==> src/rtl/rgb2ycbcr_csc.sv <==
// Frame-locked RGB -> YCbCr colour-space conversion on the 27-bit display-port bus.
// Define YCBCR422_EN for 4:2:2 chroma output (one extra stage, latency 4).
module rgb2ycbcr_csc #(
    parameter int LAT = 3
) (
    input  logic        clk,
    input  logic        rst,
    input  logic        enable,
    input  logic        range_sel,
    input  logic [26:0] DPi,
    output logic [26:0] DPo,
    output logic        active
);
    logic vs_prev;
    logic rng;
    logic rise;
    logic act_eff;
    logic rng_eff;

    assign rise    = DPi[26] & ~vs_prev;
    // The pixel presented with the vsync edge already uses the newly latched mode.
    assign act_eff = rise ? enable : active;
    assign rng_eff = rise ? range_sel : rng;

    always_ff @(posedge clk or posedge rst) begin
        if (rst) begin
            vs_prev <= 1'b1;
            active  <= 1'b0;
            rng     <= 1'b0;
        end else begin
            vs_prev <= DPi[26];
            if (rise) begin
                active <= enable;
                rng    <= range_sel;
            end
        end
    end

    logic signed [9:0]  coef [9];
    logic signed [9:0]  px   [3];
    logic signed [19:0] prod [9];

    always_comb begin
        px[0] = {2'b00, DPi[23:16]};
        px[1] = {2'b00, DPi[15:8]};
        px[2] = {2'b00, DPi[7:0]};
        if (rng_eff) begin
            coef[0] = 10'sd66;   coef[1] = 10'sd129;  coef[2] = 10'sd25;
            coef[3] = -10'sd38;  coef[4] = -10'sd74;  coef[5] = 10'sd112;
            coef[6] = 10'sd112;  coef[7] = -10'sd94;  coef[8] = -10'sd18;
        end else begin
            coef[0] = 10'sd77;   coef[1] = 10'sd150;  coef[2] = 10'sd29;
            coef[3] = -10'sd43;  coef[4] = -10'sd85;  coef[5] = 10'sd128;
            coef[6] = 10'sd128;  coef[7] = -10'sd107; coef[8] = -10'sd21;
        end
        for (int i = 0; i < 9; i++) begin
            prod[i] = coef[i] * px[i % 3];
        end
    end

    logic signed [19:0] s1_prod [9];
    logic               s1_act;
    logic               s1_rng;
    logic signed [19:0] s2_sum  [3];
    logic               s2_act;
    logic               s2_rng;
    logic [26:0]        dp_pipe [LAT-1];

    always_ff @(posedge clk or posedge rst) begin
        if (rst) begin
            for (int i = 0; i < 9; i++) s1_prod[i] <= '0;
            for (int k = 0; k < 3; k++) s2_sum[k] <= '0;
            for (int i = 0; i < LAT - 1; i++) dp_pipe[i] <= '0;
            s1_act <= 1'b0;
            s1_rng <= 1'b0;
            s2_act <= 1'b0;
            s2_rng <= 1'b0;
        end else begin
            for (int i = 0; i < 9; i++) s1_prod[i] <= prod[i];
            for (int k = 0; k < 3; k++) begin
                s2_sum[k] <= s1_prod[3*k] + s1_prod[3*k+1] + s1_prod[3*k+2] + 20'sd128;
            end
            dp_pipe[0] <= DPi;
            for (int i = 1; i < LAT - 1; i++) dp_pipe[i] <= dp_pipe[i-1];
            s1_act <= act_eff;
            s1_rng <= rng_eff;
            s2_act <= s1_act;
            s2_rng <= s1_rng;
        end
    end

    function automatic logic [7:0] clamp8(input logic signed [19:0] v,
                                          input logic [7:0] lo,
                                          input logic [7:0] hi);
        if (v < $signed({12'd0, lo}))
            clamp8 = lo;
        else if (v > $signed({12'd0, hi}))
            clamp8 = hi;
        else
            clamp8 = v[7:0];
    endfunction

    logic signed [19:0] y_v;
    logic signed [19:0] cb_v;
    logic signed [19:0] cr_v;
    logic [23:0]        ycc;
    logic [26:0]        out_c;

    always_comb begin
        y_v   = (s2_sum[0] >>> 8) + (s2_rng ? 20'sd16 : 20'sd0);
        cb_v  = (s2_sum[1] >>> 8) + 20'sd128;
        cr_v  = (s2_sum[2] >>> 8) + 20'sd128;
        ycc   = {clamp8(y_v,  s2_rng ? 8'd16 : 8'd0, s2_rng ? 8'd235 : 8'd255),
                 clamp8(cb_v, s2_rng ? 8'd16 : 8'd0, s2_rng ? 8'd240 : 8'd255),
                 clamp8(cr_v, s2_rng ? 8'd16 : 8'd0, s2_rng ? 8'd240 : 8'd255)};
        out_c = s2_act ? {dp_pipe[LAT-2][26:24], ycc} : dp_pipe[LAT-2];
    end

`ifdef YCBCR422_EN
    logic [26:0] s3_dp;
    logic        s3_act;
    logic        ph;
    logic [7:0]  cr_even;
    logic [8:0]  cb_avg;
    logic [8:0]  cr_avg;
    logic [7:0]  chroma;

    // Even pixels look ahead at the next pixel's Cb; a lone last pixel pairs with itself.
    always_comb begin
        cb_avg = {1'b0, s3_dp[15:8]}
               + (out_c[24] ? {1'b0, ycc[15:8]} : {1'b0, s3_dp[15:8]}) + 9'd1;
        cr_avg = {1'b0, cr_even} + {1'b0, s3_dp[7:0]} + 9'd1;
        chroma = ph ? 8'(cr_avg >> 1) : 8'(cb_avg >> 1);
    end

    always_ff @(posedge clk or posedge rst) begin
        if (rst) begin
            s3_dp   <= '0;
            s3_act  <= 1'b0;
            ph      <= 1'b0;
            cr_even <= '0;
            DPo     <= '0;
        end else begin
            s3_dp  <= out_c;
            s3_act <= s2_act;
            ph     <= s3_dp[24] ? ~ph : 1'b0;
            if (!ph) cr_even <= s3_dp[7:0];
            DPo <= s3_act ? {s3_dp[26:24], s3_dp[23:16], chroma, 8'd0} : s3_dp;
        end
    end
`else
    always_ff @(posedge clk or posedge rst) begin
        if (rst) DPo <= '0;
        else     DPo <= out_c;
    end
`endif

endmodule

==> config.mk <==
export PLATFORM = sky130hd
export DESIGN_NAME = rgb2ycbcr_csc
export DESIGN_NICKNAME = d
export VERILOG_FILES = /design/src/rtl/rgb2ycbcr_csc.sv
export SDC_FILE = /design/constraint.sdc
export NUM_CORES = 1
export LEC_CHECK = 0
export BUFFER_PORTS_ARGS = -buffer_cell sky130_fd_sc_hd__buf_2
export CAP_MARGIN = 0
export CELL_PAD_IN_SITES_DETAIL_PLACEMENT = 1
export CELL_PAD_IN_SITES_GLOBAL_PLACEMENT = 1
export CORE_MARGIN = 5
export CORE_UTILIZATION = 47
export DETAILED_ROUTE_END_ITERATION = 8
export PLACE_DENSITY = 0.79
export SLEW_MARGIN = 0
export SYNTH_ARGS = -nofsm -noshare
export SYNTH_HDL_FRONTEND = slang
export SYNTH_SLANG_ARGS = --single-unit
==> constraint.sdc <==
create_clock -name clk -period 8.7 [get_ports clk]
set_clock_uncertainty 0.1 [all_clocks]
set_input_delay 1.74 -clock clk [delete_from_list [all_inputs] [get_ports clk]]
set_output_delay 1.74 -clock clk [all_outputs]
set_load 0.1 [all_outputs]
==> results.md <==
- Status: finished clean
- Tcrit/Tclk final: 81.48%
- Drt drc: 0
- Max Root-Sink Buffers: 3
- Vias: 16.60k
- Setup_tns: 0 ps
- Final Hold Viols: 0
- Seq/Total Area, Yosys: 27.47%
- Warnings from Yosys: 0
- Final instance count without filler cells: 3,127
- Routed Antenna Nets: 0
- Inserted Clock Buffers: 30
- RSZ-0062 raised after global routing: false
- Routed len/inst: 20.53 µm
- Worst r2r dst: s1_prod[98]
- Total Routed Length: 64,210 µm
- Largest net degree at the start of global routing: 78
- Gp weighted congestion: 0.9166
- Max Slew Vio Count: 0
- Yosys top cell area share: 27.36%
- Postcts setup bufs: 0
- Post-synth ARST share: 100.0%
- PortBufs: 58
- Initial antenna violation count: 4
- Worst setup SP type: input pin
- Worst Path Max Fanout: 30
- Final Core Density: 51.51%
- Placed cells: 3,072
- Worst r2r src: vs_prev
- WP data arrival: 7460 ps
- CTS H-tree depth: 1
- CTS tree: done
- Core Rows: 83
- CP Depth: 19
- Syn avg cell area: 10.35 µm²
- Die area: 56,000 µm²
- Required @ worst endpoint: 9070 ps
- Die W: 236.7 µm
- Hold path cells: 0
- Hold_buf cts: 0
- HP Start: dp_pipe[32]
- GRT Overall Usage: 23.31%
- Via density: 5.307
- Max-cap violations: 0
- Crit-path slowest cell: inv_1
- Die Span Y: 236.7 µm
- Buffers and inverters on the worst path: 4
- Worst hold endpoint: dp_pipe[5]
- HP Class: register to register
- Worst reg-to-reg path cell count: 18
- Syn Inst Count: 2,333
- Nets: 3,136
- Share of cells above drive strength 1: 5.353%
- Hold WS: 245.8 ps
- WS Path Type: input pin to register
- Netlist cell types: 66
- Worst path max stage delay: 840 ps
- Worst-margin pin slew: 1161 ps
- Post-Syn Area: 24,140 µm²
- Slew HR: 22.51%
- Top cells by area, synth: dfrtp_1, ha_1, fa_1, inv_1, xnor2_1
- Grt total ovfl: 0
- Post-synth EDFFs: 0
- I/O Pins: 59
- CP delay by family, top: adder cells
- Reg2reg setup slack: 2390 ps
- P&R area growth vs syn: 9.007%
- First DRT Iteration DRCs: 847
- #FFs+latches synth: 265
- Vias in the first global route: 19.28k
- Root Buffer: clkbuf_16
- Latest clock arrival within the worst-skew pair: 580 ps
- First-pass GRT wire length: 103,800 µm
- Crit. End Element: register
- Final setup viols: 0
- Crit-path cells: buf_2 > nand2b_1 > mux2i_2 > inv_1 > nor2_1 > ha_1 > a21o_1 > fa_1 > inv_1 > fa_1 > fa_1 > inv_1 > ha_1 > o21ai_0 > a21boi_0 > o211ai_1 > and2_1 > o311a_1 > a311oi_1
- Initial Util: 47.25%
- Synth area leader: dfrtp_1
- Fin crit period: 7088 ps
- # clock sinks: 265
- Worst-path clk slew: 70 ps
- Fmax: 0.1411 GHz
- Post_cts resized: 0
- Diode count: 0
- Synth Flop Type: dfrtp_1
- Core Area: 51,090 µm²
- Drt first pass iters: 4
- Hpwl dp: 53,290 µm
through the flow:
step | cell area (µm²) | worst slack, ps
floorplan | 24230 | 2037
global placement | 25320 | 1347
detailed placement | 25320 | 1125
CTS | 26320 | 1719
global route | 26320 | 1329
finish | 26320 | 1612
cell usage in the layout (no fill, tap or decap), types with 31 or more instances in the layout:
master	n
ha_1	437
fa_1	244
clkbuf_16	31
inv_1	552
xnor2_1	87
nor2_1	89
dfrtp_1	264
nand2_1	107
buf_2	58
o21ai_0	63
a21o_1	43
a21oi_1	98
state kept, by name (all words and copies together) (netlist names):
register / count
dp_pipe: 54
DPo: 27
s1_prod: 145
s2_act: 1
s2_sum: 34
s2_rng: 1
vs_prev: 1
s1_rng: 1
s1_act: 1
metal layers:
metal  global-route usage (%)  vias up  wire length [µm]
li1                         -     7668                 -
met1                    29.81     8502             27020
met2                    41.51      305             32370
met3                    2.562      121              2453
met4                    7.591        0              2375
met5                        0        -                 0
final cells by class:
cell class                 instances  area, µm²
clock inverter                    16      156.4
tap                              680      850.8
clock buffer                      39      845.8
multi-input combinational       1509      15410
inverter                         554       2083
fill                            5664      24780
sequential                       265       6633
timing repair buffer              64      335.3
cell families (layout without fill, tap and decap cells):
family                   Yosys count  in the layout  share of synthesized area, %
flip-flops                       265            265                         27.47
adder cells (fa/ha/maj)          681            681                         42.88
XOR/XNOR                         111            111                         4.027
AND/OR/NAND/NOR                  331            331                         6.618
buffers and inverters            582            673                         9.058
multiplexers                      13             13                        0.5493
AO/OA/AOI/OAI                    348            348                         9.369
other                              2             25                       0.03110
cells in the mapped netlist, types with 12 or more instances:
cell / number
inv_1: 553
ha_1: 437
dfrtp_1: 264
fa_1: 244
nand2_1: 107
a21oi_1: 98
nor2_1: 89
xnor2_1: 87
o21ai_0: 63
a21o_1: 43
nand2b_1: 25
clkbuf_1: 24
xor2_1: 24
nor2b_1: 22
o211ai_1: 19
o21a_1: 19
nor3_1: 15
nand4_1: 14
a31oi_1: 13
o21bai_1: 13
nand3_1: 12
worst max path at each step:
stage	startpoint	to	slack [ps]
after floorplan	DPi[26]	s1_prod[38]	2040
after global placement	DPi[26]	s1_prod[16]	1350
after detailed placement	DPi[26]	s1_prod[98]	1120
after CTS	DPi[26]	s1_prod[98]	1720
after global routing	DPi[26]	s1_prod[16]	1330
final	DPi[26]	s1_prod[98]	1610
Power is left out: the tool's default activity adds up to more than one toggle a clock period on the data nets, which glitch-free logic cannot reach.
